==> src/rtl/cpu_pkg.sv <==
// Shared fetch-stage types: branch kinds, fetch FSM states and instruction size.
package cpu_pkg;
  typedef enum logic [1:0] {
    BR_COND   = 2'd0,
    BR_UNCOND = 2'd1,
    BR_REG    = 2'd2
  } br_kind_t;

  typedef enum logic [1:0] {
    S_IDLE = 2'd0,
    S_RUN  = 2'd1,
    S_HALT = 2'd2
  } fetch_state_t;

  localparam int INSTR_BYTES = 4;
endpackage

==> src/rtl/fetch_queue.sv <==
// Synchronous FIFO for fetched {pc, instr} words; 0-cycle head read, flush wins over push/pop.
// Caller must not push when full unless popping in the same cycle.
module fetch_queue #(
  parameter int W     = 96,
  parameter int DEPTH = 4
) (
  input  logic         clk,
  input  logic         reset,
  input  logic         push,
  input  logic [W-1:0] push_data,
  input  logic         pop,
  input  logic         flush,
  output logic         full,
  output logic         empty,
  output logic [W-1:0] head
);
  localparam int PW = $clog2(DEPTH);
  localparam logic [PW:0] FULL_CNT = (PW + 1)'(DEPTH);

  logic [W-1:0]  mem [DEPTH];
  logic [PW-1:0] rd_ptr;
  logic [PW-1:0] wr_ptr;
  logic [PW:0]   count;

  always_ff @(posedge clk) begin
    if (reset || flush) begin
      rd_ptr <= '0;
      wr_ptr <= '0;
      count  <= '0;
    end else begin
      if (push) wr_ptr <= wr_ptr + 1'b1;
      if (pop)  rd_ptr <= rd_ptr + 1'b1;
      case ({push, pop})
        2'b10:   count <= count + 1'b1;
        2'b01:   count <= count - 1'b1;
        default: count <= count;
      endcase
    end
  end

  // Storage carries no reset; pointers alone define which entries are live.
  always_ff @(posedge clk) begin
    if (push) mem[wr_ptr] <= push_data;
  end

  assign full  = (count == FULL_CNT);
  assign empty = (count == '0);
  assign head  = mem[rd_ptr];
endmodule

==> src/rtl/fetch_unit.sv <==
// Fetch stage: owns the PC, drives instruction memory, resolves redirect targets and queues words for decode.
// Redirects take priority over everything and flush the queue; first redirected word reaches decode 2 cycles later.
module fetch_unit
  import cpu_pkg::*;
#(
  parameter int                ADDR_W   = 64,
  parameter int                INSTR_W  = 32,
  parameter int                Q_DEPTH  = 4,
  parameter logic [ADDR_W-1:0] RESET_PC = '0
) (
  input  logic               clk,
  input  logic               reset,
  output logic [ADDR_W-1:0]  imem_addr,
  output logic               imem_req,
  input  logic [INSTR_W-1:0] imem_instr,
  input  logic               halt_req,
  input  logic               br_valid,
  input  logic [1:0]         br_kind,
  input  logic [ADDR_W-1:0]  br_pc,
  input  logic [25:0]        br_imm,
  input  logic [ADDR_W-1:0]  br_reg,
  output logic               out_valid,
  input  logic               out_ready,
  output logic [INSTR_W-1:0] out_instr,
  output logic [ADDR_W-1:0]  out_pc,
  output logic [ADDR_W-1:0]  out_link,
  output logic               align_err
);
  localparam int QW = ADDR_W + INSTR_W;
  localparam logic [ADDR_W-1:0] STEP = ADDR_W'(INSTR_BYTES);

  fetch_state_t      state, state_nxt;
  logic [ADDR_W-1:0] fetch_pc;
  logic [ADDR_W-1:0] target;
  logic              redirect;
  logic              pop;
  logic              q_full;
  logic              q_empty;
  logic [QW-1:0]     q_head;

  // Kind 2'b11 is not a branch, so it never redirects.
  assign redirect = br_valid && (state != S_IDLE) && (br_kind != 2'b11);

  always_comb begin
    target = fetch_pc;
    case (br_kind)
      BR_COND:   target = br_pc + {{(ADDR_W-21){br_imm[18]}}, br_imm[18:0], 2'b00};
      BR_UNCOND: target = br_pc + {{(ADDR_W-28){br_imm[25]}}, br_imm[25:0], 2'b00};
      BR_REG:    target = {br_reg[ADDR_W-1:2], 2'b00};
      default:   target = fetch_pc;
    endcase
  end

  always_comb begin
    state_nxt = state;
    imem_req  = 1'b0;
    case (state)
      S_IDLE: state_nxt = S_RUN;
      S_RUN: begin
        if (halt_req) state_nxt = S_HALT;
        imem_req = !redirect && (!q_full || pop);
      end
      S_HALT: if (!halt_req) state_nxt = S_RUN;
      default: state_nxt = S_IDLE;
    endcase
  end

  always_ff @(posedge clk) begin
    if (reset) begin
      state     <= S_IDLE;
      fetch_pc  <= RESET_PC;
      align_err <= 1'b0;
    end else begin
      state     <= state_nxt;
      align_err <= redirect && (br_kind == BR_REG) && (br_reg[1:0] != 2'b00);
      if (redirect)      fetch_pc <= target;
      else if (imem_req) fetch_pc <= fetch_pc + STEP;
    end
  end

  assign imem_addr = fetch_pc;
  assign out_valid = !q_empty && !redirect;
  assign pop       = out_valid && out_ready;

  fetch_queue #(
    .W     (QW),
    .DEPTH (Q_DEPTH)
  ) u_queue (
    .clk       (clk),
    .reset     (reset),
    .push      (imem_req),
    .push_data ({fetch_pc, imem_instr}),
    .pop       (pop),
    .flush     (redirect),
    .full      (q_full),
    .empty     (q_empty),
    .head      (q_head)
  );

  assign out_pc    = q_head[QW-1:INSTR_W];
  assign out_instr = q_head[INSTR_W-1:0];
  assign out_link  = out_pc + STEP;
endmodule

==> config.mk <==
export PLATFORM = sky130hd
export DESIGN_NAME = fetch_unit
export DESIGN_NICKNAME = d
export VERILOG_FILES = /design/src/rtl/cpu_pkg.sv /design/src/rtl/fetch_queue.sv /design/src/rtl/fetch_unit.sv
export SDC_FILE = /design/constraint.sdc
export NUM_CORES = 1
export LEC_CHECK = 0
export CELL_PAD_IN_SITES_DETAIL_PLACEMENT = 1
export CELL_PAD_IN_SITES_GLOBAL_PLACEMENT = 1
export CORE_MARGIN = 10
export CORE_UTILIZATION = 39
export DETAILED_ROUTE_END_ITERATION = 8
export GPL_TIMING_DRIVEN = 0
export HOLD_SLACK_MARGIN = 0.08
export PLACE_DENSITY_LB_ADDON = 0.1
export SYNTH_ARGS = -nofsm -noshare
export SYNTH_HDL_FRONTEND = slang
export SYNTH_SLANG_ARGS = --single-unit
export TNS_END_PERCENT = 20
==> constraint.sdc <==
create_clock -name clk -period 5.1 [get_ports clk]
set_input_delay 1.275 -clock clk [delete_from_list [all_inputs] [get_ports clk]]
set_output_delay 1.275 -clock clk [all_outputs]
set_load 0.02 [all_outputs]
==> out/qor.txt, run 1 <==
drt first pass iters: 5
die height: 268 um
skew final: 0.0190 ns
power per cell area: 325 nW/um^2
synthesized area: 24,000 sq um
met1 GRT Util: 29.4%
wire per inst: 26.3 um
worst slew pin tran: 1.02 ns
count of input and output buffers: 419
GRT Util Overall: 23.0%
number of flops mapped to enable cells by yosys: 384
final setup fails: 0
crit path capture type: output pin
clock slew at reported path FFs: 0.06 ns
htree depth: 2
Final period util: 98.6%
Max VDD drop: 0.251 mV
DIE AREA: 71,900 sq um
critical path type: input pin to output pin
# rows: 90
mux cell area share after synthesis: 9.58%
combinational family with the most area after synthesis: simple AND/OR/NAND/NOR gates
Post-Syn Instances: 1,953
nets: 2,703
Worst Setup SP: out_ready
multi-input logic area: 10,400 sq um
simple-gate portion of the synthesized area: 12.3%
DRC: 0
synthesized area per cell: 12.3 sq um
Vias: 18,589
RSZ-0062 raised after global routing: true
Die Span X: 268 um
TritonCTS clock tree: built
Yosys reg bits: 460
GPL Wtd Cong: 0.930
Routed Antenna Nets: 0
GR Overflow Total: 0
Async S/R FF share, synth: 0%
final hold slack: 0.507 ns
register area: 13,100 sq um
fin. max-slew vios: 0
initial antenna violation count: 4
register area share after synthesis: 54.3%
share of layout cells above drive strength 1: 10.9%
met2 Use GR: 38.8%
status: finished, final reports clean
starting DRC count in detailed routing: 1,493
aggregate routed wire length: 85.6 mm
clock sink count: 460
core area: 60,700 sq um
WP data required: 3.83 ns
TritonCTS Buffers: 47
FILL cells: 6,301
Max clock buf depth: 3
number of max-cap violations: 0
flop2flop setup slack: 1.23 ns
number of global-route vias before repair: 19,590
fmax: 199 MHz
Top FF cell, synth: edfxtp_1
Synthesis Warnings: 0
Final Hold Vio Count: 0
crit-path max FO: 10
clk_lat worst skew: 0.58 ns
# IOs: 420
largest net degree at the start of global routing: 51
syn_nets: 2,226
commonest non-fill, non-tap cell in the layout: edfxtp_1
setup TNS: 0 ns
Root Driver: clkbuf_16
Initial Util: 39.6%
Lkg Pwr: 10.7 nW
Slew HR: 31.8%
Critical R2R Launch: u_queue.count[0]
Synth Area in Compound Gates: 12.3%
Min-Delay Path Class: flip-flop to flip-flop
M3 GR Usage: 3.46%
area grow syn2layout: 29.5%
first-pass GRT wire length: 125 mm
critical path arrival: 3.75 ns
most frequent cells in the layout: edfxtp_1, clkdlybuf4s50_1, nand2_1
area share of fa/ha/maj cells after synthesis: 4.27%
Setup crit start kind: input pin
HPWL after DPL: 65.7 mm
Hold Buf Count CTS: 0
fin crit period: 5.03 ns
routed vias/inst: 5.72
hold wc startpoint: u_queue.wr_ptr[1]
xor/xnor share of the synthesized area: 4.52%
GRT Max-Usage Layer: met2
count of cell types in the netlist: 103
-- layout make-up --
class	instances	share of cell area [%]
timing repair buffer	435	14.3
buffer	89	1.59
clock buffer	58	4.02
sequential	460	42.0
multi-input combinational	1356	33.6
tap	782	3.15
antenna	2	0.0161
inverter	41	0.499
clock inverter	26	0.865
-- layer usage --
| metal | wire (um) | up-vias |
|---|---|---|
| met5 | 37 | - |
| met4 | 2870 | 4 |
| met3 | 4830 | 142 |
| met2 | 41200 | 637 |
| met1 | 36600 | 9293 |
| li1 | - | 8513 |
-- registers in the layout, summed over array words and instances (netlist names), named ones only --
register and count:
u_queue.mem 384, imem_addr 64, u_queue.count 3, state 2
u_queue.rd_ptr 2, u_queue.wr_ptr 2, align_err 1
-- critical path, cell delays in order --
cell and delay, ns:
clkdlybuf4s50_1 0.41, or4b_2 0.66, nand4b_1 0.18, clkinv_2 0.22, clkbuf_2 0.35, clkdlybuf4s50_1 0.64
-- kinds of logic (layout without fill, tap and decap cells) --
kind of cell / count (synthesis) / count (layout)
simple gates: 587 / 588
flops: 460 / 460
buf+inv: 138 / 649
mux: 103 / 103
other cells: 0 / 2
fa+ha+maj: 81 / 81
compound gates: 460 / 460
xor+xnor: 124 / 124
-- synthesized netlist by cell type (all sizes together), types with 23 or more instances --
master	number	area [sq um]
clkbuf	66	253
xor2	53	464
xnor2	71	622
mux4	96	2230
a21oi	138	698
dfxtp	76	1520
nor2	135	543
ha	78	976
edfxtp	384	11500
nand4	47	330
o21ai	119	599
nand3	57	290
a31oi	23	144
nor3	43	241
buf	31	239
a21o	42	315
nand2	183	704
and3	42	273
inv	38	143
-- worst paths after layout --
check	end	cells past startpoint
worst max-delay path	imem_req	6
worst min-delay path	u_queue.wr_ptr[1]	2
worst max register to register	u_queue.count[2]	11
worst min register to register	u_queue.wr_ptr[1]	2
-- power breakdown --
part           switching [mW]  internal, mW
Sequential              0.115          4.19
Clock                    1.43          1.99
Combinational            1.36          1.01
-- stage by stage --
stage	instance area (sq um)	util, %	worst slack (ns)	power, mW	std cells
global placement	29200	48.1	-2.80	6.72	3154
global route	31100	51.2	-0.0678	10.5	3249
CTS	31000	51.1	-0.193	10.2	3246
floorplan	24000	-	0.155	5.68	1953
detailed placement	29400	48.5	-1.35	6.75	3162
finish	31100	51.2	0.0730	10.1	3249
-- what timing repair did --
action,in CTS,in global routing
buffers inserted,1,7
setup endpoints to repair,98,57
resized for setup,53,38
pin swaps,3,3
cloned,0,1
Power figures use the tool's default switching activity.
==> run 2, diff against run 1 <==
- CORE_MARGIN: 10 -> 2
- HOLD_SLACK_MARGIN: 0.08 -> 0.1
==> run 2 against run 1 <==
Against the previous run:
- final cell count about the same
- first-iteration DRC count decreased by 30%
- core utilization about the same
- maximum frequency increased by 0.65%
- die area decreased by 12%
- register-to-register slack got worse by 0.14 ns
- sequential cell count unchanged
- global-route usage increased by 2.8 points
- clock-buffer cell count decreased by 6
- clock skew decreased by 0.0018 ns
- non-clock buffer count increased by 1
- routed wire length decreased by 2.4%
==> out/qor.txt, run 2 (same netlist as run 1, synthesis figures left out) <==
status: finished, final reports clean
Root Driver: clkbuf_16
GR Overflow Total: 0 (unchanged)
final setup fails: 0 (unchanged)
clk_lat worst skew: 0.58 ns (about the same)
dpl cell area: 29,400 sq um (-0.10%)
nets: 2,703 (unchanged)
aggregate routed wire length: 83.5 mm (-2.4%)
GPL Wtd Cong: 0.885 (-4.8%)
share of layout cells above drive strength 1: 11.0% (+0.16 points)
antenna diode count: 0 (-2)
Max clock buf depth: 3 (unchanged)
DIE AREA: 63,600 sq um (-12%)
critical path arrival: 3.72 ns (-0.03 ns)
Design Area, Final: 31,000 sq um (-0.20%)
Initial Util: 39.6% (+0.074 points)
GRT Util Overall: 25.8% (+2.8 points)
HPWL after DPL: 63.7 mm (-3.1%)
Vias: 18,522 (-0.36%)
count of input and output buffers: 419 (unchanged)
Hold Buf Count CTS: 0 (unchanged)
die height: 252 um (-6.0%)
routed vias/inst: 5.70 (-0.30%)
clock slew at reported path FFs: 0.06 ns (about the same)
fin. max-slew vios: 0 (unchanged)
critical path type: input pin to output pin
Min-Delay Path Class: flip-flop to flip-flop
worst slew pin tran: 1.05 ns (+0.0279 ns)
skew final: 0.0172 ns (-0.00179 ns)
crit-path max FO: 10 (unchanged)
first-pass GRT wire length: 123 mm (-1.5%)
RSZ-0062 raised after global routing: true
number of global-route vias before repair: 19,361 (-1.2%)
fmax: 200 MHz (+0.65%)
Final Hold Vio Count: 0 (unchanged)
Slew HR: 29.6% (-2.1 points)
Die Span X: 252 um (-6.0%)
Most flops, register: u_queue.mem
power per cell area: 322 nW/um^2 (-0.83%)
max reg flops: 384 (unchanged)
fin crit period: 4.99 ns (-0.0323 ns)
htree depth: 2 (unchanged)
commonest non-fill, non-tap cell in the layout: clkdlybuf4s50_1
# rows: 90 (unchanged)
Setup crit start kind: input pin
Routed Antenna Nets: 0 (unchanged)
number of max-cap violations: 0 (unchanged)
largest net degree at the start of global routing: 39 (-24%)
Final period util: 97.9% (-0.63 points)
most frequent cells in the layout: clkdlybuf4s50_1, edfxtp_1, nand2_1
initial antenna violation count: 3 (-1)
core area: 60,600 sq um (-0.19%)
clock sink count: 460 (unchanged)
WP data required: 3.83 ns (about the same)
# IOs: 420 (unchanged)
area grow syn2layout: 29.2%
TritonCTS Buffers: 46 (-2.1%)
TritonCTS clock tree: built
Lkg Pwr: 10.7 nW (-0.34%)
Max VDD drop: 0.221 mV (-12%)
starting DRC count in detailed routing: 1,041 (-30%)
crit path capture type: output pin
DRC: 0 (unchanged)
wire per inst: 25.7 um (-2.3%)
total power: 9.99 mW (-1.0%)
drt first pass iters: 5 (unchanged)
-- run 2: cell types whose count changed in the layout (fill, tap and decap cells not counted), sizes merged, moves of 2 or more --
cell / before / now
clkdlybuf4s50: 383 / 386
diode: 2 / 0
clkbuf: 123 / 118
dlygate4sd2: 21 / 16
dlymetal6s2s: 8 / 10
clkinv: 21 / 24
clkinvlp: 2 / 5
-- run 2: per-layer routing --
metal  global-route usage, %  part of all wire [%]  vias up
met5                       0                     0        -
met4                    7.88                   3.0        0
met3                    3.59                   4.8      141
met2                    44.3                    49      575
met1                    33.9                    43     9304
li1                        -                     -     8502
-- run 2: worst paths after layout --
kind	startpoint	endpoint	slack, ns	cells past startpoint
max	out_ready	imem_req	0.11	6
min	u_queue.wr_ptr[1]	u_queue.wr_ptr[1]	0.51	2
max reg2reg	imem_addr[2]	imem_addr[46]	1.09	12
min reg2reg	u_queue.wr_ptr[1]	u_queue.wr_ptr[1]	0.51	2
-- run 2: power breakdown --
part,switching [mW],internal [mW]
Clock,1.43,1.89
Combinational,1.35,1.01
Sequential,0.117,4.19
-- run 2: critical path, stage by stage --
cell             delay (ns)
clkdlybuf4s50_1        0.49
or4b_2                 0.67
nand4b_1               0.17
clkinv_2               0.20
buf_2                  0.30
clkdlybuf4s50_1        0.59
-- run 2: cell type report --
| class | count | area (sq um) |
|---|---|---|
| buffer | 93 | 498 |
| clock buffer | 52 | 1190 |
| clock inverter | 31 | 267 |
| fill | 6274 | 29500 |
| inverter | 41 | 155 |
| multi-input combinational | 1356 | 10500 |
| sequential | 460 | 13100 |
| tap | 782 | 978 |
| timing repair buffer | 432 | 4420 |
-- run 2: timing repair --
| item | CTS | global route |
|---|---|---|
| setup buffers | 3 | 2 |
| pin swaps | 3 | 2 |
| hold endpoints to repair | 0 | 0 |
| setup endpoints to repair | 89 | 40 |
| gates resized for setup | 47 | 40 |
| cloned | 1 | 0 |
-- run 2: metrics by stage --
| step | util (%) | TNS, ns | std cells | hold WS (ns) | worst slack [ns] |
|---|---|---|---|---|---|
| 6_report | 51.2 | 0 | 3247 | 0.514 | 0.105 |
| 5_1_grt | 51.2 | -0.0663 | 3247 | 0.552 | -0.0338 |
| 4_1_cts | 51.1 | -0.241 | 3248 | 0.517 | -0.241 |
| 3_5_place_dp | 48.5 | -26.83 | 3162 | 0.500 | -1.42 |
| 3_3_place_gp | 48.2 | -1096.68 | 3154 | 0.479 | -2.81 |
| 2_1_floorplan | - | 0 | 1953 | 0.469 | 0.155 |
==> run 3, diff against run 2 <==
- CELL_PAD_IN_SITES_DETAIL_PLACEMENT: 1 -> 2
- CELL_PAD_IN_SITES_GLOBAL_PLACEMENT: 1 -> 2
- CORE_UTILIZATION: 39 -> 32
==> run 3 against run 2 <==
Against the previous run:
- die area increased by 22%
- final cell count increased by 5.8%
- sequential share of layout area decreased by 0.30 points
- design area increased by 0.71%
- largest cell class unchanged
- highest routed layer is now met5
==> out/qor.txt, run 3 (same netlist as run 1, synthesis figures left out) <==
status: finished, final reports clean
max reg flops: 384 (unchanged)
Die Span X: 278 um (+10%)
final design utilization: 42.1% (-9.2 points)
DRC: 0 (unchanged)
Slew HR: 29.3% (-0.38 points)
Most flops, register: u_queue.mem
multi-input logic area: 10,500 sq um (about the same)
aggregate routed wire length: 94.1 mm (+13%)
Final period util: 98.7% (+0.78 points)
Max clock buf depth: 3 (unchanged)
drt first pass iters: 5 (unchanged)
share of layout cells above drive strength 1: 11.1% (+0.086 points)
DIE AREA: 77,300 sq um (+22%)
routed vias/inst: 5.48 (-3.9%)
clock slew at reported path FFs: 0.06 ns (about the same)
Vias: 18,840 (+1.7%)
number of global-route vias before repair: 20,471 (+5.7%)
fin. max-slew vios: 0 (unchanged)
# rows: 100 (+11%)
die height: 278 um (+10%)
htree depth: 2 (unchanged)
Critical R2R Launch: imem_addr[2]
crit path capture: out_link[63]
crit-path max FO: 10 (unchanged)
flop2flop setup slack: 1.13 ns (+0.04 ns)
starting DRC count in detailed routing: 1,254 (+20%)
clock sink count: 460 (unchanged)
largest net degree at the start of global routing: 53 (+36%)
Root Driver: clkbuf_16
GPL Wtd Cong: 0.852 (-3.8%)
final setup fails: 0 (unchanged)
Min-Delay Path Class: flip-flop to flip-flop
wire per inst: 27.4 um (+6.5%)
most frequent cells in the layout: edfxtp_1, clkdlybuf4s50_1, nand2_1
crit path capture type: output pin
clk_lat worst skew: 0.59 ns (about the same)
GR Overflow Total: 0 (unchanged)
TritonCTS clock tree: built
number of max-cap violations: 0 (unchanged)
skew final: 0.0117 ns (-0.00550 ns)
RSZ-0062 raised after global routing: true
fin crit period: 5.03 ns (+0.0399 ns)
GRT Util Overall: 23.9% (-1.9 points)
TritonCTS Buffers: 48 (+4.3%)
# IOs: 420 (unchanged)
area grow syn2layout: 30.1%
power per cell area: 326 nW/um^2 (+1.1%)
total power: 10.2 mW (+1.8%)
setup TNS: 0 ns (unchanged)
final hold slack: 0.507 ns (-0.00639 ns)
HPWL after DPL: 71.4 mm (+12%)
register area: 13,100 sq um (unchanged)
core area: 74,300 sq um (+23%)
Initial Util: 32.3% (-7.3 points)
R2R cell count: 12 (unchanged)
Setup crit start kind: flip-flop
Max VDD drop: 0.285 mV (+29%)
Routed Antenna Nets: 0 (unchanged)
reg-to-reg endpoint: imem_addr[46]
WP data required: 3.83 ns (about the same)
Hold Buf Count CTS: 0 (unchanged)
critical path type: flip-flop to output pin
initial antenna violation count: 4 (+1)
count of input and output buffers: 419 (unchanged)
first-pass GRT wire length: 138 mm (+12%)
commonest non-fill, non-tap cell in the layout: edfxtp_1
fmax: 199 MHz (-0.79%)
Final Hold Vio Count: 0 (unchanged)
worst slew pin tran: 1.06 ns (+0.00952 ns)
nets: 2,702 (-0.037%)
FILL cells: 7,572 (+21%)
Lkg Pwr: 10.7 nW (about the same)
critical path arrival: 3.76 ns (+0.04 ns)
[run 3: cell count changes in the layout (fill, tap and decap cells not counted), sizes merged, moves of 3 or more]
| cell | previous run | this run |
|---|---|---|
| clkdlybuf4s50 | 386 | 376 |
| diode | 0 | 3 |
| dlygate4sd2 | 16 | 20 |
| clkbuf | 118 | 133 |
| buf | 44 | 41 |
| clkinv | 24 | 17 |
[run 3: how the worst min path moves through the flow]
stage	slack, ns	cells past startpoint	to	from
final	0.51	2	u_queue.wr_ptr[1]	u_queue.wr_ptr[1]
after global routing	0.56	2	u_queue.wr_ptr[1]	u_queue.wr_ptr[1]
after CTS	0.51	2	u_queue.wr_ptr[1]	u_queue.wr_ptr[1]
after detailed placement	0.50	2	u_queue.wr_ptr[1]	u_queue.wr_ptr[1]
after global placement	0.48	2	u_queue.wr_ptr[1]	u_queue.wr_ptr[1]
after floorplan	0.47	2	u_queue.wr_ptr[1]	u_queue.wr_ptr[1]
[run 3: power by group]
part	leakage (nW)	internal [mW]	switching (mW)
logic	5.87	1.00	1.41
registers	4.06	4.20	0.123
clock network	0.729	1.94	1.51
total	10.7	7.14	3.04
[run 3: timing repair]
item	4_1_cts	5_1_grt
endpoints found under the setup margin	111	38
gates resized for setup	75	43
setup buffers	2	4
cloned	1	0
pin swaps	3	3
[run 3: metal layers]
metal,vias up,GRT usage (%),routed length (um)
met3,161,3.14,3860
met4,4,9.11,3670
li1,8503,-,-
met5,-,0,33
met2,530,41.6,46500
met1,9642,30.2,40000
[run 3: cell type report]
cell class | instances | share of cell area [%]
inverters | 41 | 0.500
clock inverters | 23 | 0.745
diodes | 3 | 0.0240
multi-input cells | 1356 | 33.5
flip-flops and latches | 460 | 41.8
well taps | 969 | 3.88
repair buffers | 429 | 13.8
plain buffers | 93 | 1.67
clock buffers | 62 | 4.11
[run 3: per-stage QoR]
| step | cell area (sq um) | instances | setup slack (ns) |
|---|---|---|---|
| after floorplan | 24000 | 1953 | 0.155 |
| final | 31300 | 3436 | 0.0653 |
| after global routing | 31300 | 3435 | -0.0950 |
| after CTS | 31200 | 3430 | -0.0222 |
| after global placement | 29400 | 3341 | -3.10 |
| after detailed placement | 29600 | 3345 | -1.51 |
[run 3: critical path, cell delays in order, from the launching register on]
cell	delay [ns]
dfxtp_1	0.31
buf_6	0.14
buf_12	0.15
buf_12	0.16
mux4_2	0.39
and3_4	0.24
nand4_4	0.15
nor3_4	0.33
nand2_4	0.16
nor2_8	0.21
nand4_4	0.16
nor2_1	0.21
xor2_1	0.20
clkdlybuf4s15_1	0.33
